--- src/rtl/dir_pkg.sv ---
// Direction encodings and encoder FSM states shared with the movement block.
// Direction bit order is {right,left,down,up}; all-zero means idle.
package dir_pkg;

  localparam logic [3:0] DIR_IDLE  = 4'b0000;
  localparam logic [3:0] DIR_UP    = 4'b0001;
  localparam logic [3:0] DIR_DOWN  = 4'b0010;
  localparam logic [3:0] DIR_LEFT  = 4'b0100;
  localparam logic [3:0] DIR_RIGHT = 4'b1000;

  typedef enum logic [1:0] {
    ST_IDLE,
    ST_PRESS,
    ST_HOLD,
    ST_REPEAT
  } state_e;

  function automatic int max_int(input int a, input int b);
    return (a > b) ? a : b;
  endfunction

endpackage

--- src/rtl/btn_debounce.sv ---
// Two-flop synchroniser plus debounce counter for one raw button; 2 + DEBOUNCE_CYCLES-1 cycles to level change.
// No backpressure: the debounced level is a free-running status output.
module btn_debounce #(
  parameter int DEBOUNCE_CYCLES = 1_000_000
) (
  input  logic clk,
  input  logic rst_n,
  input  logic btn_i,
  output logic level_o
);

  localparam int CW = (DEBOUNCE_CYCLES > 2) ? $clog2(DEBOUNCE_CYCLES) : 1;

  logic          sync1_q, sync2_q;
  logic          level_q, level_d;
  logic [CW-1:0] cnt_q, cnt_d;

  // The level flips on the sample where the counter would reach DEBOUNCE_CYCLES-1.
  always_comb begin
    cnt_d   = '0;
    level_d = level_q;
    if (sync2_q != level_q) begin
      if (cnt_q == CW'(DEBOUNCE_CYCLES - 2)) begin
        level_d = ~level_q;
      end else begin
        cnt_d = cnt_q + 1'b1;
      end
    end
  end

  always_ff @(posedge clk or negedge rst_n) begin
    if (!rst_n) begin
      sync1_q <= 1'b0;
      sync2_q <= 1'b0;
      level_q <= 1'b0;
      cnt_q   <= '0;
    end else begin
      sync1_q <= btn_i;
      sync2_q <= sync1_q;
      level_q <= level_d;
      cnt_q   <= cnt_d;
    end
  end

  assign level_o = level_q;

endmodule

--- src/rtl/dir_button_encoder.sv ---
// Debounced four-button direction encoder with auto-repeat; press to cmd_valid = DEBOUNCE_CYCLES+4 cycles.
// cmd_valid/cmd_dir hold until accepted; raises while pending are dropped. DIAGONAL_EN allows one vertical + one horizontal bit.
module dir_button_encoder
  import dir_pkg::*;
#(
  parameter int DEBOUNCE_CYCLES = 1_000_000,
  parameter int REPEAT_DELAY    = 50_000_000,
  parameter int REPEAT_PERIOD   = 8_388_608
) (
  input  logic       clk,
  input  logic       rst_n,
  input  logic       btn_up,
  input  logic       btn_down,
  input  logic       btn_left,
  input  logic       btn_right,
  output logic       cmd_valid,
  output logic [3:0] cmd_dir,
  input  logic       cmd_ready,
  output logic [3:0] held_dir
);

  localparam int TW = $clog2(max_int(REPEAT_DELAY, REPEAT_PERIOD));

  logic          up_db, down_db, left_db, right_db;
  logic [1:0]    vert, horiz;
  logic [3:0]    resolved;
  logic [3:0]    held_q;
  state_e        state_q, state_d;
  logic [3:0]    dir_q, dir_d;
  logic [TW-1:0] timer_q, timer_d;
  logic          raise;
  logic          cmd_valid_q, cmd_valid_d;
  logic [3:0]    cmd_dir_q, cmd_dir_d;

  btn_debounce #(.DEBOUNCE_CYCLES(DEBOUNCE_CYCLES)) u_db_up    (.clk(clk), .rst_n(rst_n), .btn_i(btn_up),    .level_o(up_db));
  btn_debounce #(.DEBOUNCE_CYCLES(DEBOUNCE_CYCLES)) u_db_down  (.clk(clk), .rst_n(rst_n), .btn_i(btn_down),  .level_o(down_db));
  btn_debounce #(.DEBOUNCE_CYCLES(DEBOUNCE_CYCLES)) u_db_left  (.clk(clk), .rst_n(rst_n), .btn_i(btn_left),  .level_o(left_db));
  btn_debounce #(.DEBOUNCE_CYCLES(DEBOUNCE_CYCLES)) u_db_right (.clk(clk), .rst_n(rst_n), .btn_i(btn_right), .level_o(right_db));

  always_comb begin
    vert  = {down_db, up_db};
    horiz = {right_db, left_db};
    if (&vert)  vert  = 2'b00;
    if (&horiz) horiz = 2'b00;
`ifdef DIAGONAL_EN
`else
    if (vert != 2'b00) horiz = 2'b00;
`endif
    resolved = {horiz, vert};
  end

  // Release or a new direction overrides whatever the state machine was doing.
  always_comb begin
    state_d = state_q;
    dir_d   = dir_q;
    timer_d = timer_q;
    raise   = 1'b0;
    if (held_q == DIR_IDLE) begin
      state_d = ST_IDLE;
      dir_d   = DIR_IDLE;
    end else if (held_q != dir_q) begin
      state_d = ST_PRESS;
      dir_d   = held_q;
    end else begin
      case (state_q)
        ST_PRESS: begin
          raise   = 1'b1;
          timer_d = '0;
          state_d = ST_HOLD;
        end
        ST_HOLD: begin
          if (timer_q == TW'(REPEAT_DELAY - 1)) begin
            raise   = 1'b1;
            timer_d = '0;
            state_d = ST_REPEAT;
          end else begin
            timer_d = timer_q + 1'b1;
          end
        end
        ST_REPEAT: begin
          if (timer_q == TW'(REPEAT_PERIOD - 1)) begin
            raise   = 1'b1;
            timer_d = '0;
          end else begin
            timer_d = timer_q + 1'b1;
          end
        end
        default: state_d = ST_IDLE;
      endcase
    end
  end

  always_comb begin
    cmd_valid_d = cmd_valid_q;
    cmd_dir_d   = cmd_dir_q;
    if (raise && (!cmd_valid_q || cmd_ready)) begin
      cmd_valid_d = 1'b1;
      cmd_dir_d   = dir_q;
    end else if (cmd_valid_q && cmd_ready) begin
      cmd_valid_d = 1'b0;
      cmd_dir_d   = DIR_IDLE;
    end
  end

  always_ff @(posedge clk or negedge rst_n) begin
    if (!rst_n) begin
      held_q      <= DIR_IDLE;
      state_q     <= ST_IDLE;
      dir_q       <= DIR_IDLE;
      timer_q     <= '0;
      cmd_valid_q <= 1'b0;
      cmd_dir_q   <= DIR_IDLE;
    end else begin
      held_q      <= resolved;
      state_q     <= state_d;
      dir_q       <= dir_d;
      timer_q     <= timer_d;
      cmd_valid_q <= cmd_valid_d;
      cmd_dir_q   <= cmd_dir_d;
    end
  end

  assign cmd_valid = cmd_valid_q;
  assign cmd_dir   = cmd_dir_q;
  assign held_dir  = held_q;

endmodule

--- config.mk ---
export PLATFORM = sky130hd
export DESIGN_NAME = dir_button_encoder
export DESIGN_NICKNAME = d
export VERILOG_FILES = /design/src/rtl/dir_pkg.sv /design/src/rtl/btn_debounce.sv /design/src/rtl/dir_button_encoder.sv
export SDC_FILE = /design/constraint.sdc
export NUM_CORES = 1
export LEC_CHECK = 0
export BUFFER_PORTS_ARGS = -buffer_cell sky130_fd_sc_hd__buf_2
export CORE_MARGIN = 3
export CORE_UTILIZATION = 40
export CTS_CLUSTER_DIAMETER = 40
export DETAILED_ROUTE_END_ITERATION = 16
export PLACE_DENSITY = 0.56
export SYNTH_ARGS = -nofsm -noshare
export SYNTH_HDL_FRONTEND = slang
export SYNTH_SLANG_ARGS = --single-unit
--- constraint.sdc ---
create_clock -name clk -period 3.13 [get_ports clk]
set_input_delay 0.7825 -clock clk [delete_from_list [all_inputs] [get_ports clk]]
set_output_delay 0.7825 -clock clk [all_outputs]
set_load 0.1 [all_outputs]
==> results.txt <==
Register area - 0.00333 mm^2
Final nets - 715
Final setup violation count - 0
CP max stage cell - nor3_4
Crit path capture type - flip-flop
First-pass GRT wire length - 23.2 mm
EDFF count, synth - 0
Leak - 0.00309 uW
Syn Nets - 699
Maxcap violations - 0
Core Area - 0.0161 mm^2
Async SR Flop Fraction - 1.00
Int Power - 2860 uW
Syn Area/Cell - 9.78 um^2
Area of the multi-input gates - 0.00314 mm^2
Clock power frac - 0.499
Top cell type's share of synthesized area - 0.502
Final Hold Fails - 0
Setup Skew - 0.00990 ns
# fillers - 1493
DRT Wirelength - 13.4 mm
Buffers and inverters on the worst path - 0
Dominant cell type by area after synthesis - dfrtp_1
Die width - 135 um
Comb power frac - 0.023
Routed length per placed instance - 14.5 um
GRT Util Overall - 0.157
Final Slew Violations - 0
VDD IR max - 0.000392 V
Post-synthesis sequential area ratio - 0.502
Cell Area, Synth - 0.00663 mm^2
Post-CTS setup buffers - 0
Antenna Cells - 0
Chip height - 135 um
Clock sinks - 133
Power Density - 491 mW/mm^2
Clk_lat worst skew - 0.41 ns
CP cell instances - or4b_1, nor4_2, a21boi_2, nor3_4, nor2_1
Initial core utilization - 0.413
Via/cell ratio - 5.36
Setup_tns - 0 ns
Clock tree buffer depth - 2
Clock transition at path regs - 0.06 ns
Sw frac - 0.223
Layout cell share with drive strength beyond 1 - 0.0963
Fmax - 409 MHz
Synth warn - 0
CP Max Fanout - 16
Switching power - 822 uW
Worst Path Required - 3.39 ns
Final worst-path cycle share - 0.781
Row count - 46
Synthesized instance count - 678
Synth Flop Type - dfrtp_1
Initial antenna violation count - 0
Status - completed
Post-DP HPWL - 9.15 mm
Largest delay share family, worst path - simple AND/OR/NAND/NOR gates
TritonCTS Buffers - 17
Unique cell type count in the Yosys netlist - 54
Worst min-delay path class - reg2reg
Worst-margin pin slew - 0.726 ns
Synth top area cells - dfrtp_1 50%, nor2_1 6.3%, xnor2_1 5.8%
Final Power - 3680 uW
CTS tree - done
Via Count - 4945
Die area - 0.0182 mm^2
Slew margin rel. - 0.510
Vias in the first global route - 4848
Post-cts hold buffer count - 0
Gp weighted congestion - 0.820
DRC Markers - 0
PortBufs - 15
Overflow after GRT - 0
Cts repair resizes - 0
DRT iter0 DRCs - 289
Setup CP Type - reg2reg
Clock root buffer - clkbuf_16
Area Overhead vs Synth - 12.9%
1st-pass router iterations - 5
H-tree depth - 4
Critical Path Source Type - flip-flop
Slowest stage delay, CP - 0.61 ns
Antenna Nets Post-Route - 0
Reg power frac - 0.478
Crit path DAT - 2.70 ns
RSZ-0062 raised after global routing - no
Largest net degree at the start of global routing - 66
Boundary pin count - 16
Final critical-path required period - 2.44 ns
Synthesized flop and latch total - 133
-- placed cells by master, fill, tap and decap left out, types with 14 or more instances in the layout --
master     count
clkbuf_16     17
xor2_1        40
inv_1         18
nor4_1        24
nand3_1       50
buf_2         14
nand2_1       49
nand4_1       27
ha_1          14
xnor2_1       44
dfrtp_1      133
nor2_1       112
o21ai_0       15
-- path summary, 6_finish.rpt --
path                            startpoint           endpoint  slack (ns)  cells after the start
setup / recovery               timer_q[16]        timer_q[15]        0.69                      5
hold / removal             u_db_up.sync1_q    u_db_up.sync2_q        0.35                      0
setup reg to reg               timer_q[16]        timer_q[15]        0.69                      5
hold reg to reg            u_db_up.sync1_q    u_db_up.sync2_q        0.35                      0
max in group asynchronous            rst_n  u_db_up.cnt_q[14]        2.05                      2
min in group asynchronous            rst_n         timer_q[2]        0.37                      1
-- synth_stat cells (2+ instances only) --
master,number
a21oi_1,13
a32o_1,5
and2_1,6
and3_1,11
and4_1,11
buf_2,4
clkbuf_1,17
dfrtp_1,133
ha_1,14
inv_1,18
mux2_2,2
nand2_1,49
nand2b_1,5
nand3_1,50
nand3b_1,3
nand4_1,27
nand4b_1,4
nor2_1,112
nor3_1,10
nor4_1,24
nor4_2,2
nor4bb_1,3
o211ai_1,4
o21ai_0,15
o21ai_1,4
o221ai_1,2
o22ai_1,3
o31ai_1,3
or2_2,4
or3_1,10
or3_4,2
or3b_1,2
or4_1,3
xnor2_1,44
xor2_1,40
-- through the flow --
step                hold WS, ns  instances  setup slack, ns  cell area [um^2]  utilization
floorplan                 0.331        678            0.662              6630            -
global placement          0.338        891            0.798              6930        0.432
detailed placement        0.337        891            0.684              6930        0.432
CTS                       0.350        922            0.668              7490        0.466
global route              0.363        922            0.423              7490        0.466
finish                    0.350        922            0.687              7490        0.466
-- worst reg2reg max path: cells and delay by family, from the launching register on --
kind             cells  cell delay [ns]
AO/OA/AOI/OAI        1             0.27
flip-flops           1             0.43
AND/OR/NAND/NOR      4             1.62
-- per-layer routing --
metal  vias up  track usage  wire length (um)
met2        90        0.266              6660
met1      2407        0.196              6030
met4         0       0.0520               177
li1       2429            -                 -
met5         -            0                 0
met3        19       0.0428               511
-- power by group through the flow --
stage | combinational [uW] | clock, uW | sequential [uW]
5_1_grt | 101 | 1970 | 1760
2_1_floorplan | 38.1 | 0 | 1780
3_5_place_dp | 89.5 | 0 | 1790
4_1_cts | 89.9 | 1880 | 1760
6_report | 84.6 | 1830 | 1760
3_3_place_gp | 87.8 | 0 | 1790
-- logic make-up after synthesis --
| group | Yosys count | share of synthesized area |
|---|---|---|
| AND/OR/NAND/NOR | 346 | 0.274 |
| flip-flops | 133 | 0.502 |
| XOR/XNOR | 84 | 0.111 |
| AO/OA/AOI/OAI | 59 | 0.0587 |
| buffers and inverters | 40 | 0.0240 |
| adder cells (fa/ha/maj) | 14 | 0.0264 |
| multiplexers | 2 | 0.00340 |
-- registers in the layout, summed over array words and instances, names as in the netlist, 2 cells and up --
signal and cells:
cmd_dir 4, dir_q 4, held_dir 4, state_q 2, timer_q 26, u_db_down.cnt_q 20, u_db_left.cnt_q 20, u_db_right.cnt_q 20
u_db_up.cnt_q 20
-- cell type report --
cell class / count / share of cell area
well taps: 216 / 0.0361
repair buffers: 19 / 0.0165
clock inverters: 10 / 0.00986
clock buffers: 21 / 0.0642
inverters: 18 / 0.00903
flip-flops and latches: 133 / 0.445
multi-input cells: 505 / 0.420
Note: power is estimated with default switching activity, not from simulation.
